$ cat src/rtl/supervision_bus_pkg.sv
// rtl/supervision_bus_pkg.sv - shared types and constants for the Supervision bus arbiter
package supervision_bus_pkg;

    localparam int AW_DEFAULT = 16;

    localparam logic [1:0] OWN_CPU  = 2'd0;
    localparam logic [1:0] OWN_DMA  = 2'd1;
    localparam logic [1:0] OWN_ADMA = 2'd2;

    typedef enum logic [1:0] {
        ST_CPU       = 2'd0,
        ST_DMA       = 2'd1,
        ST_ADMA_ADDR = 2'd2,
        ST_ADMA_CAP  = 2'd3
    } arb_state_e;

    // Both audio phases report the audio fetcher as owner.
    function automatic logic [1:0] state_owner(input arb_state_e st);
        case (st)
            ST_DMA:       return OWN_DMA;
            ST_ADMA_ADDR: return OWN_ADMA;
            ST_ADMA_CAP:  return OWN_ADMA;
            default:      return OWN_CPU;
        endcase
    endfunction

endpackage

$ cat src/rtl/supervision_bus_arb.sv
// rtl/supervision_bus_arb.sv - CPU / block DMA / audio DMA arbiter for the Supervision system bus
module supervision_bus_arb
    import supervision_bus_pkg::*;
#(
    parameter int MAX_BURST = 16,
    parameter int AW        = AW_DEFAULT
) (
    input  logic          clk_sys,
    input  logic          reset,
    input  logic [AW-1:0] cpu_addr,
    input  logic [7:0]    cpu_dout,
    input  logic          cpu_we,
    output logic          cpu_rdy,
    input  logic          dma_req,
    input  logic [AW-1:0] dma_addr,
    input  logic [7:0]    dma_dout,
    input  logic          dma_write,
    output logic          dma_gnt,
    input  logic          adma_req,
    input  logic [AW-1:0] adma_addr,
    output logic          adma_ack,
    output logic [7:0]    adma_data,
    input  logic [7:0]    bus_di,
    output logic [AW-1:0] AB,
    output logic [7:0]    DO,
    output logic          bus_we,
    output logic [1:0]    owner
);

    localparam logic [7:0] BURST_LIMIT = 8'(MAX_BURST);

    arb_state_e state_q, state_d;
    logic [7:0] burst_cnt_q, burst_cnt_d;
    logic [7:0] adma_data_q, adma_data_d;

    // Next-state: audio beats block DMA beats beat CPU; a DMA run is capped at
    // BURST_LIMIT beats and every DMA exit or audio fetch returns via the CPU.
    always_comb begin
        state_d     = state_q;
        burst_cnt_d = burst_cnt_q;
        adma_data_d = adma_data_q;
        case (state_q)
            ST_CPU: begin
                if (adma_req) begin
                    state_d = ST_ADMA_ADDR;
                end else if (dma_req) begin
                    state_d     = ST_DMA;
                    burst_cnt_d = 8'd1;
                end
            end
            ST_DMA: begin
                if (adma_req) begin
                    state_d     = ST_ADMA_ADDR;
                    burst_cnt_d = 8'd0;
                end else if (!dma_req || burst_cnt_q == BURST_LIMIT) begin
                    state_d     = ST_CPU;
                    burst_cnt_d = 8'd0;
                end else if (burst_cnt_q != 8'hFF) begin
                    burst_cnt_d = burst_cnt_q + 8'd1;
                end
            end
            ST_ADMA_ADDR: begin
                state_d = ST_ADMA_CAP;
            end
            ST_ADMA_CAP: begin
                adma_data_d = bus_di;
                state_d     = ST_CPU;
            end
            default: begin
                state_d     = ST_CPU;
                burst_cnt_d = 8'd0;
            end
        endcase
    end

    // State registers; reset drops any transfer in flight without an ack.
    always_ff @(posedge clk_sys or posedge reset) begin
        if (reset) begin
            state_q     <= ST_CPU;
            burst_cnt_q <= 8'd0;
            adma_data_q <= 8'd0;
        end else begin
            state_q     <= state_d;
            burst_cnt_q <= burst_cnt_d;
            adma_data_q <= adma_data_d;
        end
    end

    // Bus mux and handshakes decode only the registered state, never the requests.
    always_comb begin
        AB     = cpu_addr;
        DO     = cpu_dout;
        bus_we = cpu_we;
        case (state_q)
            ST_DMA: begin
                AB     = dma_addr;
                DO     = dma_dout;
                bus_we = dma_write;
            end
            ST_ADMA_ADDR, ST_ADMA_CAP: begin
                AB     = adma_addr;
                DO     = 8'd0;
                bus_we = 1'b0;
            end
            default: begin
                AB     = cpu_addr;
                DO     = cpu_dout;
                bus_we = cpu_we;
            end
        endcase
    end

    assign cpu_rdy   = (state_q == ST_CPU);
    assign dma_gnt   = (state_q == ST_DMA);
    assign adma_ack  = (state_q == ST_ADMA_CAP);
    // The fetched byte is visible in the ack cycle itself, then held.
    assign adma_data = (state_q == ST_ADMA_CAP) ? bus_di : adma_data_q;
    assign owner     = state_owner(state_q);

endmodule

$ cat config.mk
export PLATFORM = sky130hd
export DESIGN_NAME = supervision_bus_arb
export DESIGN_NICKNAME = d
export VERILOG_FILES = /design/src/rtl/supervision_bus_pkg.sv /design/src/rtl/supervision_bus_arb.sv
export SDC_FILE = /design/constraint.sdc
export NUM_CORES = 1
export LEC_CHECK = 0
export ABC_AREA = 1
export BUFFER_PORTS_ARGS = -buffer_cell sky130_fd_sc_hd__buf_2
export CORE_MARGIN = 4
export CORE_UTILIZATION = 38
export DETAILED_ROUTE_END_ITERATION = 10
export GPL_TIMING_DRIVEN = 0
export MAX_ROUTING_LAYER = met4
export PLACE_DENSITY = 0.83
export RECOVER_POWER = 100
export SLEW_MARGIN = 40
export SYNTH_ARGS = -nofsm -noshare
export SYNTH_HDL_FRONTEND = slang
export SYNTH_SLANG_ARGS = --single-unit
$ cat constraint.sdc
create_clock -name clk_sys -period 2 [get_ports clk_sys]
set_input_delay 0 -clock clk_sys [delete_from_list [all_inputs] [get_ports clk_sys]]
set_output_delay 0 -clock clk_sys [all_outputs]
set_load 0.1 [all_outputs]
==> flow_results.xml <==
<?xml version="1.0" encoding="UTF-8"?>
<metrics>
  <group name="drt">
    <metric name="drtPass1Iterations" unit="">4</metric>
    <metric name="via_per_inst" unit="">4.62</metric>
    <metric name="detail_route.drc_violations" unit="">0</metric>
    <metric name="antenna_violating_nets_post_route" unit="">0</metric>
    <metric name="detailed_route_wire_length" unit="um">4900</metric>
    <metric name="wl_per_cell" unit="um">12.6</metric>
    <metric name="vias" unit="">1799</metric>
    <metric name="drtIter0Drc" unit="">86</metric>
  </group>
  <group name="synth">
    <metric name="post_synth_instance_area" unit="um^2">1350</metric>
    <metric name="syn_avg_cell_area" unit="um^2">6.37</metric>
    <metric name="synth_seq_cells" unit="">18</metric>
    <metric name="yosys.cell_types.count" unit="">25</metric>
    <metric name="synth_cells" unit="">212</metric>
    <metric name="mappedNetlistNets" unit="">292</metric>
    <metric name="sequential_share_of_the_synthesized_area" unit="">0.333</metric>
    <metric name="yosysWarningCount" unit="">0</metric>
  </group>
  <group name="final_layout">
    <metric name="synthToLayoutAreaGrowth" unit="%">67.2</metric>
    <metric name="number_of_nets_in_the_layout" unit="">423</metric>
    <metric name="num-fill-cells" unit="">288</metric>
    <metric name="finalCoreUtilization" unit="">0.667</metric>
    <metric name="fraction_of_final_layout_cells_with_drive_strength_greater_than_1" unit="">0.447</metric>
    <metric name="final-seq-area" unit="um^2">450</metric>
    <metric name="multi_input_logic_area" unit="um^2">855</metric>
  </group>
  <group name="timing">
    <metric name="setup_violations" unit="">0</metric>
    <metric name="finalHoldWorstSlack" unit="ns">0.336</metric>
    <metric name="max_slew.worst_pin.slew" unit="ns">1.16</metric>
    <metric name="maxSlewViolCount" unit="">0</metric>
    <metric name="fin_crit_sh" unit="">0.962</metric>
    <metric name="max_slew_margin" unit="">0.230</metric>
    <metric name="timing.fmax" unit="MHz">520</metric>
    <metric name="totalNegativeSetupSlack" unit="ns">0</metric>
    <metric name="finalHoldViolCount" unit="">0</metric>
    <metric name="period_needed" unit="ns">1.92</metric>
    <metric name="timing.clock.skew" unit="ns">0.00814</metric>
  </group>
  <group name="placed_design">
    <metric name="numPortBuffers" unit="">115</metric>
    <metric name="dp_hpwl" unit="um">3820</metric>
    <metric name="routabilityCongestion" unit="">0.883</metric>
  </group>
  <group name="global_route">
    <metric name="grt_pass1_vias" unit="">1512</metric>
    <metric name="grt_first_pass_wirelength" unit="um">6820</metric>
    <metric name="grt_antenna_before_repair" unit="">1</metric>
    <metric name="tot_gr_track_use" unit="">0.197</metric>
    <metric name="grt_start_max_net_pins" unit="">19</metric>
    <metric name="globalRoute.totalOverflow" unit="">0</metric>
  </group>
  <group name="critical_path">
    <metric name="max_stage_delay" unit="ns">0.44</metric>
    <metric name="crit_path_start_kind" unit="">flop</metric>
    <metric name="crit_path_end_kind" unit="">output pin</metric>
    <metric name="rrSetupSlack" unit="ns">0.40</metric>
    <metric name="crit_family" unit="">buffers and inverters</metric>
    <metric name="timing_worst_setup_path_type" unit="">flop to output pin</metric>
    <metric name="rr_startpoint" unit="">burst_cnt_q[0]</metric>
    <metric name="crit_slowest_cell" unit="">dfrtp_1</metric>
    <metric name="critPathMaxFanout" unit="">10</metric>
    <metric name="required" unit="ns">2.00</metric>
    <metric name="worst-endpoint-arrival" unit="ns">1.92</metric>
    <metric name="r2r-end" unit="">burst_cnt_q[2]</metric>
    <metric name="cp_cell_sequence" unit="">buf_2, nand2_2, clkinv_2, nand2_1, nand2_2, buf_2</metric>
    <metric name="worst-r2r-cell-count" unit="">9</metric>
    <metric name="path_buf_inv" unit="">3</metric>
  </group>
  <group name="floorplanning">
    <metric name="die_w" unit="um">67.6</metric>
    <metric name="floorplan.die.height" unit="um">67.6</metric>
    <metric name="start_util" unit="">0.399</metric>
    <metric name="core_footprint" unit="um^2">3390</metric>
    <metric name="fp.dieArea" unit="um^2">4570</metric>
    <metric name="fp-row-count" unit="">21</metric>
    <metric name="floorplan.io_pins" unit="">116</metric>
  </group>
  <group name="worst_hold_path">
    <metric name="worst_hold_check_path_type" unit="">primary input to asynchronous set/reset pin</metric>
  </group>
  <group name="clocking">
    <metric name="htree_levels" unit="">1</metric>
    <metric name="cts_tree" unit="">yes</metric>
    <metric name="clkSinkCount" unit="">18</metric>
    <metric name="worst_setup_hold_path_clk_slew" unit="ns">0.11</metric>
    <metric name="cts_buffers" unit="">3</metric>
    <metric name="clk_path_buf_depth" unit="">2</metric>
    <metric name="worstSkewPairLatency" unit="ns">0.31</metric>
    <metric name="cts-root-buf" unit="">clkbuf_4</metric>
  </group>
  <group name="outcome">
    <metric name="run_status" unit="">completed</metric>
  </group>
  <group name="flow_run">
    <metric name="maxCapViolCount" unit="">0</metric>
  </group>
</metrics>
## what timing repair did
item                                    4_1_cts  5_1_grt
setup buffers                                 0        0
hold endpoints to repair                     28        0
endpoints found under the setup margin        7       19
gates resized for setup                       7       19
hold buffers                                 11        0
## cell families (layout without fill, tap and decap cells)
kind of cell	after synthesis	count (layout)	synth area share
AOI/OAI and AO/OA	20	20	0.102
xor gates and xnor gates	3	3	0.0194
adders and majority gates	2	2	0.0185
buffers and inverters	26	156	0.0824
DFF	18	18	0.333
other	0	1	0
and+or+nand+nor	143	143	0.444
## placed cells by master, fill, tap and decap left out
cell type      count
a21oi_1            4
a22o_1             9
buf_2             95
buf_4              7
buf_6              1
clkbuf_1           2
clkbuf_2           1
clkbuf_4          20
clkbuf_8           1
clkinv_2           1
dfrtp_1           18
diode_2            1
dlygate4sd3_1     11
ha_1               2
inv_1             16
inv_2              1
nand2_1           93
nand2_2           11
nand3_1           11
nand3_2           10
nand3b_1           1
nor2_1            11
nor2_2             3
nor2_4             1
nor3b_1            1
nor4_1             1
o21ai_0            5
o21ai_1            1
o21ai_2            1
xnor2_1            2
xor2_1             1
## flip-flops by register name, summed over array words and instances, names as in the netlist
register	flops
burst_cnt_q	8
adma_data_q	8
state_q	2
## cell usage after synthesis
master | number | area [um^2]
nor4_1 | 1 | 6.26
inv_1 | 16 | 60.1
xor2_1 | 1 | 8.76
a21oi_1 | 4 | 20.0
o21ai_0 | 5 | 25.0
xnor2_1 | 2 | 17.5
nor2_4 | 1 | 11.3
o21ai_2 | 1 | 8.76
nand2_1 | 101 | 379
nor2_2 | 3 | 18.8
nor2_1 | 11 | 41.3
inv_2 | 1 | 3.75
nand2_2 | 3 | 18.8
buf_2 | 5 | 25.0
clkinv_1 | 1 | 3.75
ha_1 | 2 | 25.0
nand3_2 | 1 | 10.0
clkbuf_1 | 2 | 7.51
a22o_1 | 9 | 78.8
buf_6 | 1 | 11.3
nand3b_1 | 1 | 7.51
nor3b_1 | 1 | 7.51
dfrtp_1 | 18 | 450
nand3_1 | 20 | 100
o21ai_1 | 1 | 5.00
## cell type report
type,count,share of cell area
Antenna cell,1,0.00111
Buffer,8,0.0199
Sequential cell,18,0.199
Timing Repair Buffer,126,0.329
Clock buffer,4,0.0161
Inverter,18,0.0305
Multi-Input combinational cell,168,0.378
Tap cell,46,0.0255
## worst register-to-register path, delay by kind of cell (launching register included)
family,cells,cell delay [ns]
simple gates,5,0.51
buf+inv,2,0.26
fa+ha+maj,1,0.14
flops,1,0.47
compound gates,1,0.09
## routing by layer
metal | up-vias | track usage | routed length, um
li1 | 930 | - | -
met1 | 803 | 0.251 | 1970
met2 | 60 | 0.323 | 2590
met3 | 6 | 0.0366 | 291
met4 | 0 | 0.0430 | 42
met5 | - | - | 0
## through the flow
step                setup slack [ns]  instance area [um^2]  instances
CTS                         0.000805                  2210        388
floorplan                      0.101                  1420        212
detailed placement             0.278                  2050        373
global route                -0.00880                  2260        389
global placement               0.339                  2050        373
finish                        0.0762                  2260        389
## worst max-delay path by stage
| stage | from | to | slack, ns | cells after the start |
|---|---|---|---|---|
| final | state_q[1] | adma_data[2] | 0.08 | 6 |
| after global routing | state_q[1] | adma_data[2] | -0.009 | 6 |
| after CTS | state_q[1] | AB[12] | 0.0008 | 5 |
| after detailed placement | state_q[1] | AB[10] | 0.28 | 5 |
| after global placement | state_q[1] | AB[11] | 0.34 | 5 |
| after floorplan | state_q[1] | adma_data_q[0] | 0.10 | 5 |
Power is left out: the tool's default activity adds up to more than one toggle a clock period on the data nets, which glitch-free logic cannot reach.
